## config.mk

```make
export PLATFORM = sky130hd
export DESIGN_NAME = gbm_path_scheduler_flat
export DESIGN_NICKNAME = d
export VERILOG_FILES = /design/src/rtl/fpga_cfg_pkg.sv /design/src/rtl/gbm_path_scheduler_if.sv /design/src/rtl/gbm_path_store.sv /design/src/rtl/gbm_path_scheduler.sv /design/src/flat_wrapper.sv
export SDC_FILE = /design/constraint.sdc
export NUM_CORES = 2
export LEC_CHECK = 0
export BUFFER_PORTS_ARGS = -buffer_cell sky130_fd_sc_hd__clkbuf_2
export CAP_MARGIN = 20
export CORE_ASPECT_RATIO = 1.25
export CORE_MARGIN = 4
export CORE_UTILIZATION = 55
export CTS_BUF_LIST = sky130_fd_sc_hd__clkbuf_16
export DETAILED_ROUTE_END_ITERATION = 8
export PLACE_DENSITY = 0.73
export SYNTH_ARGS = -nofsm -noshare
export SYNTH_HDL_FRONTEND = slang
export SYNTH_SLANG_ARGS = --single-unit
```

## constraint.sdc

```tcl
create_clock -name clk -period 10.97 [get_ports clk]
set_clock_uncertainty 0.1 [all_clocks]
set_input_delay 2.194 -clock clk [delete_from_list [all_inputs] [get_ports clk]]
set_output_delay 2.194 -clock clk [all_outputs]
set_load 0.05 [all_outputs]
```

## src/rtl/fpga_cfg_pkg.sv

```systemverilog
// Shared fixed-point configuration and GBM path-scheduler types.
// The word format is Q15.16 signed, held in FP_WIDTH bits.
package fpga_cfg_pkg;

  localparam int FP_WIDTH      = 32;
  localparam int GBM_NUM_PATHS = 64;
  localparam int GBM_NUM_STEPS = 50;

  typedef enum logic [1:0] {
    ST_IDLE  = 2'd0,
    ST_ISSUE = 2'd1,
    ST_DRAIN = 2'd2,
    ST_DONE  = 2'd3
  } gbm_sched_state_t;

  // Index width for a counter over n entries; never narrower than one bit.
  function automatic int idx_w(input int n);
    return (n > 1) ? $clog2(n) : 1;
  endfunction

endpackage

```

## src/rtl/gbm_path_scheduler_if.sv

```systemverilog
// Sample/result handshake between the path scheduler (master) and one GBM
// step lane (slave).
interface gbm_path_scheduler_if
  import fpga_cfg_pkg::*;
#(
  parameter int WIDTH = FP_WIDTH
);

  logic                    gbm_valid_out;
  logic                    gbm_ready_in;
  logic signed [WIDTH-1:0] gbm_z;
  logic        [WIDTH-1:0] gbm_s;
  logic        [WIDTH-1:0] gbm_r;
  logic        [WIDTH-1:0] gbm_sigma;
  logic        [WIDTH-1:0] gbm_dt;
  logic                    gbm_valid_in;
  logic                    gbm_ready_out;
  logic        [WIDTH-1:0] gbm_s_next;

  modport master (
    output gbm_valid_out, gbm_z, gbm_s, gbm_r, gbm_sigma, gbm_dt, gbm_ready_out,
    input  gbm_ready_in, gbm_valid_in, gbm_s_next
  );

  modport slave (
    input  gbm_valid_out, gbm_z, gbm_s, gbm_r, gbm_sigma, gbm_dt, gbm_ready_out,
    output gbm_ready_in, gbm_valid_in, gbm_s_next
  );

endinterface

```

## src/rtl/gbm_path_store.sv

```systemverilog
// Per-path price register file: asynchronous read, synchronous write.
// Contents are not reset; every entry is written before it is read in a run.
module gbm_path_store
  import fpga_cfg_pkg::*;
#(
  parameter int WIDTH = FP_WIDTH,
  parameter int DEPTH = GBM_NUM_PATHS
) (
  input  logic                      clk,
  input  logic                      we,
  input  logic [idx_w(DEPTH)-1:0]   waddr,
  input  logic [WIDTH-1:0]          wdata,
  input  logic [idx_w(DEPTH)-1:0]   raddr,
  output logic [WIDTH-1:0]          rdata
);

  logic [WIDTH-1:0] mem [DEPTH];

  always_ff @(posedge clk) begin
    if (we) begin
      mem[waddr] <= wdata;
    end
  end

  assign rdata = mem[raddr];

endmodule

```

## src/rtl/gbm_path_scheduler.sv

```systemverilog
// Walks NUM_PATHS paths through NUM_STEPS steps of one GBM lane, keeping path
// prices locally. Define GBM_SCHED_STREAM_EN to forward tagged results on out_*.
module gbm_path_scheduler
  import fpga_cfg_pkg::*;
#(
  parameter int WIDTH     = FP_WIDTH,
  parameter int NUM_PATHS = GBM_NUM_PATHS,
  parameter int NUM_STEPS = GBM_NUM_STEPS
) (
  input  logic                          clk,
  input  logic                          rst_n,
  input  logic                          start,
  input  logic        [WIDTH-1:0]       cfg_s0,
  input  logic        [WIDTH-1:0]       cfg_r,
  input  logic        [WIDTH-1:0]       cfg_sigma,
  input  logic        [WIDTH-1:0]       cfg_dt,
  input  logic                          z_valid,
  output logic                          z_ready,
  input  logic signed [WIDTH-1:0]       z,
  gbm_path_scheduler_if.master          lane,
  output logic                          out_valid,
  input  logic                          out_ready,
  output logic        [WIDTH-1:0]       out_s,
  output logic [idx_w(NUM_PATHS)-1:0]   out_path,
  output logic [idx_w(NUM_STEPS)-1:0]   out_step,
  output logic                          busy,
  output logic                          done,
  output logic                          err_unexpected
);

  localparam int PW = idx_w(NUM_PATHS);
  localparam int SW = idx_w(NUM_STEPS);
  localparam int OW = $clog2(NUM_PATHS + 1);
  localparam logic [PW-1:0] LAST_PATH = PW'(NUM_PATHS - 1);
  localparam logic [SW-1:0] LAST_STEP = SW'(NUM_STEPS - 1);

  gbm_sched_state_t state_q, state_d;

  logic [PW-1:0]    issue_path_q;
  logic [PW-1:0]    retire_path_q;
  logic [SW-1:0]    step_q;
  logic [OW-1:0]    outstanding_q;
  logic             err_q;
  logic [WIDTH-1:0] s0_q, r_q, sigma_q, dt_q;
  logic [WIDTH-1:0] store_rdata;

  logic in_issue;
  logic accept_start;
  logic issue_fire;
  logic retire_fire;
  logic res_expected;

  assign in_issue     = (state_q == ST_ISSUE);
  assign accept_start = (state_q == ST_IDLE) && start;
  assign res_expected = (outstanding_q != '0);
  assign issue_fire   = in_issue && z_valid && lane.gbm_ready_in;

`ifdef GBM_SCHED_STREAM_EN
  // A result with nothing outstanding is swallowed here so it never reaches
  // the regression stage or stalls the lane.
  assign lane.gbm_ready_out = res_expected ? out_ready : lane.gbm_valid_in;
  assign out_valid          = lane.gbm_valid_in && res_expected;
`else
  logic unused_out_ready;
  assign unused_out_ready   = out_ready;
  assign lane.gbm_ready_out = 1'b1;
  assign out_valid          = 1'b0;
`endif

  assign retire_fire = lane.gbm_valid_in && lane.gbm_ready_out && res_expected;

  assign out_s    = out_valid ? lane.gbm_s_next : '0;
  assign out_path = retire_path_q;
  assign out_step = step_q;
  assign err_unexpected = err_q;

  // Sample fields are forced to zero outside ISSUE so idle outputs read 0.
  assign z_ready            = issue_fire;
  assign lane.gbm_valid_out = in_issue && z_valid;
  assign lane.gbm_z         = in_issue ? z : '0;
  assign lane.gbm_s         = !in_issue ? '0 : ((step_q == '0) ? s0_q : store_rdata);
  assign lane.gbm_r         = in_issue ? r_q : '0;
  assign lane.gbm_sigma     = in_issue ? sigma_q : '0;
  assign lane.gbm_dt        = in_issue ? dt_q : '0;

  gbm_path_store #(
    .WIDTH (WIDTH),
    .DEPTH (NUM_PATHS)
  ) u_store (
    .clk   (clk),
    .we    (retire_fire),
    .waddr (retire_path_q),
    .wdata (lane.gbm_s_next),
    .raddr (issue_path_q),
    .rdata (store_rdata)
  );

  always_comb begin
    state_d = state_q;
    busy    = (state_q != ST_IDLE);
    done    = 1'b0;
    case (state_q)
      ST_IDLE: begin
        if (start) state_d = ST_ISSUE;
      end
      ST_ISSUE: begin
        if (issue_fire && (issue_path_q == LAST_PATH)) state_d = ST_DRAIN;
      end
      ST_DRAIN: begin
        // Step barrier: the next step opens only after its last path retires.
        if (retire_fire && (retire_path_q == LAST_PATH)) begin
          state_d = (step_q == LAST_STEP) ? ST_DONE : ST_ISSUE;
        end
      end
      ST_DONE: begin
        done    = 1'b1;
        state_d = ST_IDLE;
      end
      default: state_d = ST_IDLE;
    endcase
  end

  always_ff @(posedge clk) begin
    if (!rst_n) begin
      state_q       <= ST_IDLE;
      issue_path_q  <= '0;
      retire_path_q <= '0;
      step_q        <= '0;
      outstanding_q <= '0;
      err_q         <= 1'b0;
    end else begin
      state_q <= state_d;
      if (accept_start) begin
        issue_path_q  <= '0;
        retire_path_q <= '0;
        step_q        <= '0;
        outstanding_q <= '0;
      end else begin
        if (issue_fire) begin
          issue_path_q <= (issue_path_q == LAST_PATH) ? '0 : issue_path_q + 1'b1;
        end
        if (retire_fire) begin
          retire_path_q <= (retire_path_q == LAST_PATH) ? '0 : retire_path_q + 1'b1;
        end
        if ((state_q == ST_DRAIN) && (state_d == ST_ISSUE)) begin
          step_q <= step_q + 1'b1;
        end
        case ({issue_fire, retire_fire})
          2'b10:   outstanding_q <= outstanding_q + 1'b1;
          2'b01:   outstanding_q <= outstanding_q - 1'b1;
          default: outstanding_q <= outstanding_q;
        endcase
      end
      if (lane.gbm_valid_in && !res_expected) begin
        err_q <= 1'b1;
      end
    end
  end

  always_ff @(posedge clk) begin
    if (accept_start) begin
      s0_q    <= cfg_s0;
      r_q     <= cfg_r;
      sigma_q <= cfg_sigma;
      dt_q    <= cfg_dt;
    end
  end

endmodule

```

## src/flat_wrapper.sv

```systemverilog
// flat-port wrapper written by rule: the top's interface ports become plain ports
module gbm_path_scheduler_flat import fpga_cfg_pkg::*;
#(
  parameter int WIDTH     = FP_WIDTH,
  parameter int NUM_PATHS = GBM_NUM_PATHS,
  parameter int NUM_STEPS = GBM_NUM_STEPS
)
  (clk, rst_n, start, cfg_s0, cfg_r, cfg_sigma, cfg_dt, z_valid, z_ready, z, out_valid, out_ready, out_s, out_path, out_step, busy, done, err_unexpected, lane_gbm_valid_out, lane_gbm_z, lane_gbm_s, lane_gbm_r, lane_gbm_sigma, lane_gbm_dt, lane_gbm_ready_out, lane_gbm_ready_in, lane_gbm_valid_in, lane_gbm_s_next);
  gbm_path_scheduler_if #(.WIDTH(WIDTH)) lane_i ();
  input  logic clk;
  input  logic rst_n;
  input  logic start;
  input  logic        [WIDTH-1:0] cfg_s0;
  input  logic        [WIDTH-1:0] cfg_r;
  input  logic        [WIDTH-1:0] cfg_sigma;
  input  logic        [WIDTH-1:0] cfg_dt;
  input  logic z_valid;
  output logic z_ready;
  input  logic signed [WIDTH-1:0] z;
  output logic out_valid;
  input  logic out_ready;
  output logic        [WIDTH-1:0] out_s;
  output logic [idx_w(NUM_PATHS)-1:0] out_path;
  output logic [idx_w(NUM_STEPS)-1:0] out_step;
  output logic busy;
  output logic done;
  output logic err_unexpected;
  output wire logic [$bits(lane_i.gbm_valid_out)-1:0] lane_gbm_valid_out;
  output wire logic [$bits(lane_i.gbm_z)-1:0] lane_gbm_z;
  output wire logic [$bits(lane_i.gbm_s)-1:0] lane_gbm_s;
  output wire logic [$bits(lane_i.gbm_r)-1:0] lane_gbm_r;
  output wire logic [$bits(lane_i.gbm_sigma)-1:0] lane_gbm_sigma;
  output wire logic [$bits(lane_i.gbm_dt)-1:0] lane_gbm_dt;
  output wire logic [$bits(lane_i.gbm_ready_out)-1:0] lane_gbm_ready_out;
  input wire logic [$bits(lane_i.gbm_ready_in)-1:0] lane_gbm_ready_in;
  input wire logic [$bits(lane_i.gbm_valid_in)-1:0] lane_gbm_valid_in;
  input wire logic [$bits(lane_i.gbm_s_next)-1:0] lane_gbm_s_next;
  assign lane_gbm_valid_out = lane_i.gbm_valid_out;
  assign lane_gbm_z = lane_i.gbm_z;
  assign lane_gbm_s = lane_i.gbm_s;
  assign lane_gbm_r = lane_i.gbm_r;
  assign lane_gbm_sigma = lane_i.gbm_sigma;
  assign lane_gbm_dt = lane_i.gbm_dt;
  assign lane_gbm_ready_out = lane_i.gbm_ready_out;
  assign lane_i.gbm_ready_in = lane_gbm_ready_in;
  assign lane_i.gbm_valid_in = lane_gbm_valid_in;
  assign lane_i.gbm_s_next = lane_gbm_s_next;
  gbm_path_scheduler #(.WIDTH(WIDTH), .NUM_PATHS(NUM_PATHS), .NUM_STEPS(NUM_STEPS)) u_core (.clk(clk), .rst_n(rst_n), .start(start), .cfg_s0(cfg_s0), .cfg_r(cfg_r), .cfg_sigma(cfg_sigma), .cfg_dt(cfg_dt), .z_valid(z_valid), .z_ready(z_ready), .z(z), .lane(lane_i), .out_valid(out_valid), .out_ready(out_ready), .out_s(out_s), .out_path(out_path), .out_step(out_step), .busy(busy), .done(done), .err_unexpected(err_unexpected));
endmodule
```

==> out/results.ini <==
[status]
status=completed

[timing]
worstMarginPinSlew_ns=1.22
relSlewSlack_pct=18.6
finalSetupTns_ns=0
max_freq_mhz=130
finalCriticalPeriod_ns=7.70
finalSetupViolations=0
layout_setup_ws_ns=3.27
fin_crit_sh_pct=70.2
hold_viol=0
rsz0062_at_grt=no
drv_slew=0

[floorplanning]
die_area_um2=163000
num_io_pins=410
rows=162
fp.dieW_um=362
core_um2=156000
die_h_um=451
initial_core_util_pct=55.4

[place]
post-dp-hpwl_um=124000
gp_congestion=0.830
io_buffers=374
preCtsSetupSlack_ns=4.14

[cts]
cts_tree=done
clock_latency_ns=0.85
cts-root-buf=clkbuf_16
cts.repair.resized=0
clk_pin_slew_ns=0.06
htreeDepth=4
clock_path_buffers=3
cts_buffers=200
post-cts-setup-buffers=0
cts_hold_buf=0
clock_sinks=2210

[setup_path]
crit_chain=buf_12 > buf_4 > mux4_2 > mux4_2 > nor2b_1 > o311ai_1 > clkbuf_2
crit_slowest_cell=dfxtp_4
cp_num_buf_inv=3
cp.required_ns=8.68
path_class=reg -> out
setup.worst_path.end_class=output port
critPathMaxFanout=100
cp_slowest_stage_delay_ns=0.82
path_delay_family=buffers and inverters
critPathLaunchType=register
arrival_ns=5.41
critical_path.most_common_cell=mux4_2

[worst_hold_path]
min_path_type=reg -> reg

[routing]
drt-wirelength-per-cell_um=32.4
top_layer=met5
wl_met1_um=81100
totalWireLength_um=226000
dr.pass1.iters=5
wl_met3_um=21900
drtAntennaViolNets=0
met2_length_um=111000
drt_iter0_drc=5897
drcViolationCount=0
num_vias=44900
vias_per_cell=6.42

[global_route]
grt_use_total_pct=27.4
grt_max_degree=131
grt_pass1_vias=44600
grt-ovfl-total=0
grt_pass1_wl_um=317000
antenna_found_initial=8

[synthesis]
synth_commonest_cells=2176 x edfxtp_1, 383 x mux2i_1, 362 x mux4_2
synth_area_leaders=edfxtp_1 76%, mux4_2 9.4%, mux2i_1 4.4%, and2_1 1.0%, nor2_1 0.80%
async_flop_share_pct=0
netlist_area_um2=86300
ys_warn_count=0
synth_most_common_cell=edfxtp_1
ys_seq_area_share_pct=76.5
synth_flop_cell=edfxtp_1
ys_seq_elements=2210
yosys.area.top_type=edfxtp_1
syn-instance-count=4288
yosysTopAreaCellShare_pct=75.7
avgSynthCellArea_um2=20.1
synth_edf_count=2176
ys_types=67

[job]
maxCapViolCount=0

[power]
cellLeakagePower_nw=30.7
irDropWorstVdd_mv=0.177
pwr_density_cell_nw_per_um2=170

[final_layout]
drive_above_1_share_pct=25.9
nets=4970
area_delta_synth_final_pct=12.7

-- layer usage --
metal	vias to the layer above	track usage, %
li1	18400	-
met2	2832	44.8
met4	4	13.7
met5	-	0
met1	23100	35.5
met3	482	5.37
-- per-stage QoR --
stage / area, µm² / cells / util, % / hold WS, ns / power [mW]
3_3_place_gp: 90700 / 6598 / 58.2 / 0.382 / 10.0
3_5_place_dp: 90700 / 6598 / 58.2 / 0.388 / 10.0
6_report: 97200 / 6983 / 62.4 / 0.396 / 16.6
5_1_grt: 97200 / 6981 / 62.4 / 0.432 / 17.0
4_1_cts: 97000 / 6964 / 62.2 / 0.404 / 16.6
2_1_floorplan: 86400 / 4320 / - / 0.376 / 9.79
-- logic make-up (layout without fill, tap and decap cells) --
logic type | count (synthesis) | after routing | share of synthesized area [%]
buf+inv | 290 | 897 | 2.28
xor+xnor | 20 | 20 | 0.203
other cells | 2 | 40 | 0.00870
fa+ha+maj | 8 | 8 | 0.116
compound gates | 448 | 448 | 3.58
mux | 768 | 768 | 14.2
simple gates | 542 | 542 | 3.14
flops | 2210 | 2210 | 76.5
-- report_power, final --
group / total, mW / switching (mW) / internal [mW] / leakage [nW]
clock: 6.74 / 2.98 / 3.76 / 3.29
combinational: 0.519 / 0.389 / 0.130 / 7.47
sequential: 9.32 / 0.0173 / 9.30 / 19.9
total: 16.6 / 3.39 / 13.2 / 30.7
-- final timing paths --
kind	start	end	slack [ns]	cells past startpoint
min	u_core.err_unexpected	u_core.err_unexpected	0.40	2
min reg2reg	u_core.err_unexpected	u_core.err_unexpected	0.40	2
max	register	lane_gbm_s[10]	3.27	7
max reg2reg	u_core.outstanding_q[3]	u_core.u_store.mem[41][22]	7.16	6
-- final cells by class --
cell class,instances,area (µm²)
timing repair buffer,522,3270
multi-input combinational,1820,19000
clock buffer,206,5150
antenna,6,15.0
tap,2050,2560
fill,10600,58600
sequential,2210,66000
clock inverter,160,1150
inverter,9,33.8
-- worst reg2reg max path, stage by stage (launching register included) --
cell and delay, ns:
dfxtp_1 0.47, or3_1 0.23, o21ai_2 0.18, nor2_1 0.30, nand3b_1 0.74, nor2_4 0.90
buf_4 0.52
-- registers in the layout, indices dropped and copies added (netlist names), named ones only --
signal                 cells
u_core.r_q                32
u_core.dt_q               32
u_core.out_path            6
u_core.u_store.mem      2048
u_core.out_step            6
u_core.s0_q               32
u_core.err_unexpected      1
u_core.issue_path_q        6
u_core.outstanding_q       7
u_core.state_q             2
u_core.sigma_q            32
-- placed cells by master (no fill, tap or decap), types with 68 or more instances in the layout --
master and n:
mux2i_1 383, a21oi_1 68, nor2_1 116, buf_4 126
mux4_2 362, clkbuf_2 374, and2_1 138, nand2_1 71
o22ai_1 97, clkbuf_16 206, edfxtp_1 2176
No activity file was read; power rests on OpenSTA's default activity.
